===== src/rtl/cic_decim_out_stage.sv =====
// cic_decim_out_stage: decimate, round, saturate and FIFO-buffer a CIC sample stream
module cic_decim_out_stage #(
  parameter int NBW_IN     = 8,
  parameter int NBW_OUT    = 6,
  parameter int DEC_FACTOR = 4,
  parameter int SHIFT      = 2,
  parameter int FIFO_DEPTH = 4
) (
  input  logic                             clock,
  input  logic                             rst_async_n,
  input  logic [NBW_IN-1:0]                i_data,
  input  logic                             i_valid,
  input  logic                             i_phase_clr,
  input  logic                             i_ovf_clr,
  input  logic                             i_ready,
  output logic [NBW_OUT-1:0]               o_data,
  output logic                             o_valid,
  output logic                             o_sat,
  output logic                             o_overflow,
  output logic [$clog2(FIFO_DEPTH+1)-1:0]  o_level
);
  localparam int CW = DEC_FACTOR > 1 ? $clog2(DEC_FACTOR) : 1;
  localparam int AW = $clog2(FIFO_DEPTH);
  localparam int LW = $clog2(FIFO_DEPTH+1);
  localparam logic signed [NBW_IN:0] RND  = (NBW_IN+1)'((2**SHIFT)/2);
  localparam logic signed [NBW_IN:0] MAXV = (NBW_IN+1)'(2**(NBW_OUT-1)-1);
  localparam logic signed [NBW_IN:0] MINV = (NBW_IN+1)'(-(2**(NBW_OUT-1)));
  logic [CW-1:0] cnt;
  logic st_valid, st_sat;
  logic [NBW_OUT-1:0] st_data;
  logic [NBW_OUT-1:0] mem [FIFO_DEPTH];
  logic [AW-1:0] wr_ptr, rd_ptr;
  logic last, keep, wr, pop, full, wr_ok, drop, sat;
  logic signed [NBW_IN:0] rnd, y, yc;
  always_comb begin
    last  = cnt == CW'(DEC_FACTOR-1);
    keep  = i_valid & ~i_phase_clr & last;
    rnd   = $signed({i_data[NBW_IN-1], i_data}) + RND;
    y     = rnd >>> SHIFT;
    sat   = y > MAXV || y < MINV;
    yc    = y > MAXV ? MAXV : y < MINV ? MINV : y;
    wr    = st_valid & ~i_phase_clr;
    pop   = o_valid & i_ready;
    full  = o_level == LW'(FIFO_DEPTH);
    wr_ok = wr & (~full | pop);
    drop  = wr & full & ~pop;
  end
  assign o_valid = o_level != '0;
  assign o_data  = o_valid ? mem[rd_ptr] : '0;
  always_ff @(posedge clock or negedge rst_async_n)
    if (!rst_async_n) begin
      cnt        <= '0;
      st_valid   <= 1'b0;
      st_sat     <= 1'b0;
      st_data    <= '0;
      wr_ptr     <= '0;
      rd_ptr     <= '0;
      o_level    <= '0;
      o_sat      <= 1'b0;
      o_overflow <= 1'b0;
    end else begin
      cnt      <= i_phase_clr ? '0 : i_valid ? (last ? '0 : cnt + 1'b1) : cnt;
      st_valid <= keep;
      if (keep) begin
        st_data <= yc[NBW_OUT-1:0];
        st_sat  <= sat;
      end
      if (wr_ok) wr_ptr <= wr_ptr + 1'b1;
      if (pop) rd_ptr <= rd_ptr + 1'b1;
      o_level    <= o_level + LW'(wr_ok) - LW'(pop);
      o_sat      <= wr_ok & st_sat;
      o_overflow <= drop | (o_overflow & ~i_ovf_clr);
    end
  always_ff @(posedge clock)
    if (wr_ok) mem[wr_ptr] <= st_data;
endmodule


===== config.mk =====
export PLATFORM = sky130hd
export DESIGN_NAME = cic_decim_out_stage
export DESIGN_NICKNAME = d
export VERILOG_FILES = /design/src/rtl/cic_decim_out_stage.sv
export SDC_FILE = /design/constraint.sdc
export NUM_CORES = 1
export LEC_CHECK = 0
export BUFFER_PORTS_ARGS = -buffer_cell sky130_fd_sc_hd__buf_2
export CAP_MARGIN = 20
export CORE_MARGIN = 2
export CORE_UTILIZATION = 45
export CTS_CLUSTER_DIAMETER = 40
export CTS_CLUSTER_SIZE = 16
export DETAILED_ROUTE_END_ITERATION = 10
export SLEW_MARGIN = 20
export SYNTH_ARGS = -nofsm -noshare
export SYNTH_HDL_FRONTEND = slang
export SYNTH_SLANG_ARGS = --single-unit

===== constraint.sdc =====
create_clock -name clock -period 7.42 [get_ports clock]
set_clock_uncertainty 0.1 [all_clocks]
set_input_delay 0.742 -clock clock [delete_from_list [all_inputs] [get_ports clock]]
set_output_delay 0.742 -clock clock [all_outputs]
set_load 0.05 [all_outputs]

==> run_results.csv <==
group,metric,value,unit
run_status,result_of_the_run,"complete, no violations",
drt,drt_first_pass_iters,4,
drt,wire_per_inst,14.7,µm
logic_synthesis,synth.yosys.seq_area_share,0.624,
clock_tree,tritoncts,"yes",
critical_path,setup.worst_path.start_class,"flop",
placement,place.gp.congestion,0.730,
sta,tightest_pin_transition,0.483,ns
floorplan,width_of_the_chip,69.3,µm
placement,place_hpwl,2360,µm
critical_path,critPathLaunch,"rd_ptr[0]",
critical_path,crit_path_max_fanout,8,
clock_tree,post_cts.resized_instances,0,
sta,max_clock_freq,0.370,GHz
clock_tree,clkSlewWorstSetupHoldPaths,0.08,ns
clock_tree,cts_buffer_depth,2,
finish,area_delta_synth_final,12.7,%
finish,final_layout_size_suffix_gt1_frac,0.236,
min_path,hold_path_class,"in -> async",
finish,antenna_cells,0,
critical_path,arrival_time_at_the_worst_endpoint,1.86,ns
sta,unrepaired_setup_endpoints_after_global_routing,"no",
critical_path,critical_path.endpoint_type,"output pin",
pwr,power_density,342,mW/mm²
drt,wl,3160,µm
floorplan,die-area,0.00480,mm²
global_routing,grt_start_max_net_pins,20,
logic_synthesis,synthTopCellsByArea,"sky130_fd_sc_hd__edfxtp_1 38%, sky130_fd_sc_hd__dfrtp_1 25%, sky130_fd_sc_hd__mux4_2 7.0%",
logic_synthesis,synthDominantCellAreaShare,0.376,
logic_synthesis,synth_enable_flop_cells,24,
sta,max_slew_margin,0.678,
clock_tree,post_cts_hold_buffer_count,0,
pwr,p_total,0.739,mW
sta,sum_of_negative_setup_slack,0,ns
pwr,ir_drop,0.110,mV
finish,nNetsFinal,187,
clock_tree,cts_num_sinks,43,
sta,finalMaxSlewViolations,0,
floorplan,io_pins,26,
drt,via_per_inst,5.10,
floorplan,floorplan.die.height,69.3,µm
global_routing,overflow,0,
drt,drt-initial-drc-count,62,
logic_synthesis,synth_most_common_cell,"sky130_fd_sc_hd__edfxtp_1",
logic_synthesis,net_count_after_synthesis,159,
placement,post_dp_cell_area,0.00208,mm²
logic_synthesis,synth_area_leader_cell,"sky130_fd_sc_hd__edfxtp_1",
placement,place.port_buffers,24,
clock_tree,h-tree-depth,2,
logic_synthesis,synthesis.yosys.warnings,0,
finish,design_area,0.00216,mm²
finish,utilization,0.533,
sta,setup-violations-final,0,
logic_synthesis,syn-instance-count,136,
global_routing,gr-usage-all-layers,0.147,
logic_synthesis,post_synth.cell_area_avg,14.1,µm²
logic_synthesis,ys.flop_type,"sky130_fd_sc_hd__edfxtp_1",
floorplan,placementRows,23,
clock_tree,post-cts-setup-buffers,0,
critical_path,worst-setup-path-type,"reg -> out",
critical_path,r2r_start,"o_level[1]",
drt,detail-route-antenna-nets,0,
drt,drt_drc_violations_left,0,
finish,final-seq-area,0.00120,mm²
drt,routed-via-count,1096,
sta,period_share,0.364,
clock_tree,root_buffer,"sky130_fd_sc_hd__clkbuf_8",
floorplan,design.core.area,0.00406,mm²
logic_synthesis,async_reset_ff_frac,0.442,
logic_synthesis,synth.ff_latch_count,43,
sta,final_critical_path_required_period,2.70,ns
floorplan,initial_utilization,0.472,
global_routing,first_global_vias,1127,
sta,final_hold_viol_count,0,
pwr,static_leakage_power,0.873,nW
critical_path,worstPathRequired,6.58,ns
finish,combined_area_of_the_multi_input_logic_cells,667,µm²
global_routing,antenna_violations_before_repair,0,
clock_tree,cts-buffers-inserted,5,
logic_synthesis,synth_area,0.00192,mm²
logic_synthesis,synth_top_cells_by_count,"24 x sky130_fd_sc_hd__edfxtp_1, 19 x sky130_fd_sc_hd__dfrtp_1, 11 x sky130_fd_sc_hd__and2_1, 10 x sky130_fd_sc_hd__nor2_1",
clock_tree,clk_latency,0.29,ns
job,drv.max_cap_violation_count,0,
global_routing,wire_length_of_the_first_global_routing_pass,5340,µm
finish,fill_cells,348,
logic_synthesis,ys_types,32,
layout make-up:
type,count,share of cell area
clock inverter,1,0.00232
multi-input combinational,81,0.309
sequential,43,0.554
inverter,9,0.0156
clock buffer,7,0.0353
tap,50,0.0290
timing repair buffer,24,0.0556
layout by cell type, fill, tap and decap left out, drive strengths merged:
cell type / count
nor3b: 1
mux4: 6
and4: 1
dfrtp: 19
xnor2: 7
or2: 1
buf: 24
and2: 12
nand2b: 2
or4b: 1
clkinv: 2
and3: 1
nand3: 1
xor2: 2
inv: 8
or3: 1
a21oi: 6
nor2: 10
o22ai: 1
nand4: 3
o32ai: 1
mux2i: 2
edfxtp: 24
clkbuf: 7
o21ai: 5
nand2: 7
nand4b: 1
fa: 1
ha: 8
registers in the layout (all words and copies together), names as in the netlist:
| name | cells |
|---|---|
| wr_ptr | 2 |
| o_level | 3 |
| cnt | 2 |
| st_valid | 1 |
| o_overflow | 1 |
| st_data | 6 |
| rd_ptr | 2 |
| mem | 24 |
| o_sat | 1 |
| st_sat | 1 |
worst max-delay path, cell delays in order (launching register included):
cell and delay (ns):
sky130_fd_sc_hd__dfrtp_1 0.65, sky130_fd_sc_hd__mux4_2 0.55, sky130_fd_sc_hd__and2_1 0.17, sky130_fd_sc_hd__buf_2 0.20
cell families (layout without fill, tap and decap cells):
logic type / after synthesis / in the layout / synth area share
compound gates: 13 / 13 / 0.0366
xor+xnor: 9 / 9 / 0.0411
fa+ha+maj: 9 / 9 / 0.0627
buf+inv: 12 / 41 / 0.0281
flops: 43 / 43 / 0.624
mux: 8 / 8 / 0.0809
simple gates: 42 / 42 / 0.127
per-stage QoR:
| stage | hold slack [ns] | std cells | setup WS (ns) |
|---|---|---|---|
| 3_3_place_gp | 0.389 | 207 | 4.56 |
| 6_report | 0.280 | 215 | 4.72 |
| 3_5_place_dp | 0.401 | 207 | 4.50 |
| 2_1_floorplan | 0.346 | 136 | 4.72 |
| 4_1_cts | 0.285 | 215 | 4.67 |
| 5_1_grt | 0.301 | 215 | 4.55 |
path summary, 6_finish.rpt:
kind                         endpoint  slack (ns)  depth (start not counted)
max reg2reg                o_level[2]        4.92                          8
max in group asynchronous      cnt[0]        6.63                          1
min reg2reg                     o_sat        0.41                          1
min                        o_level[1]        0.28                          1
max                         o_data[5]        4.72                          3
min in group clock              o_sat        0.41                          1
report_power, final:
group / switching, mW / leakage [nW] / total, mW / internal (mW)
Sequential: 0.0440 / 0.455 / 0.332 / 0.288
Clock: 0.0720 / 0.0422 / 0.138 / 0.0660
Combinational: 0.173 / 0.376 / 0.269 / 0.0960
Total: 0.289 / 0.873 / 0.739 / 0.450
per-layer routing:
metal,global-route usage,vias up,wire length [µm]
met2,0.235,20,1590
met4,0.0719,0,46
met3,0.0480,5,113
li1,-,539,-
met1,0.179,532,1410
met5,0,-,0
No activity file was read; power rests on OpenSTA's default activity.
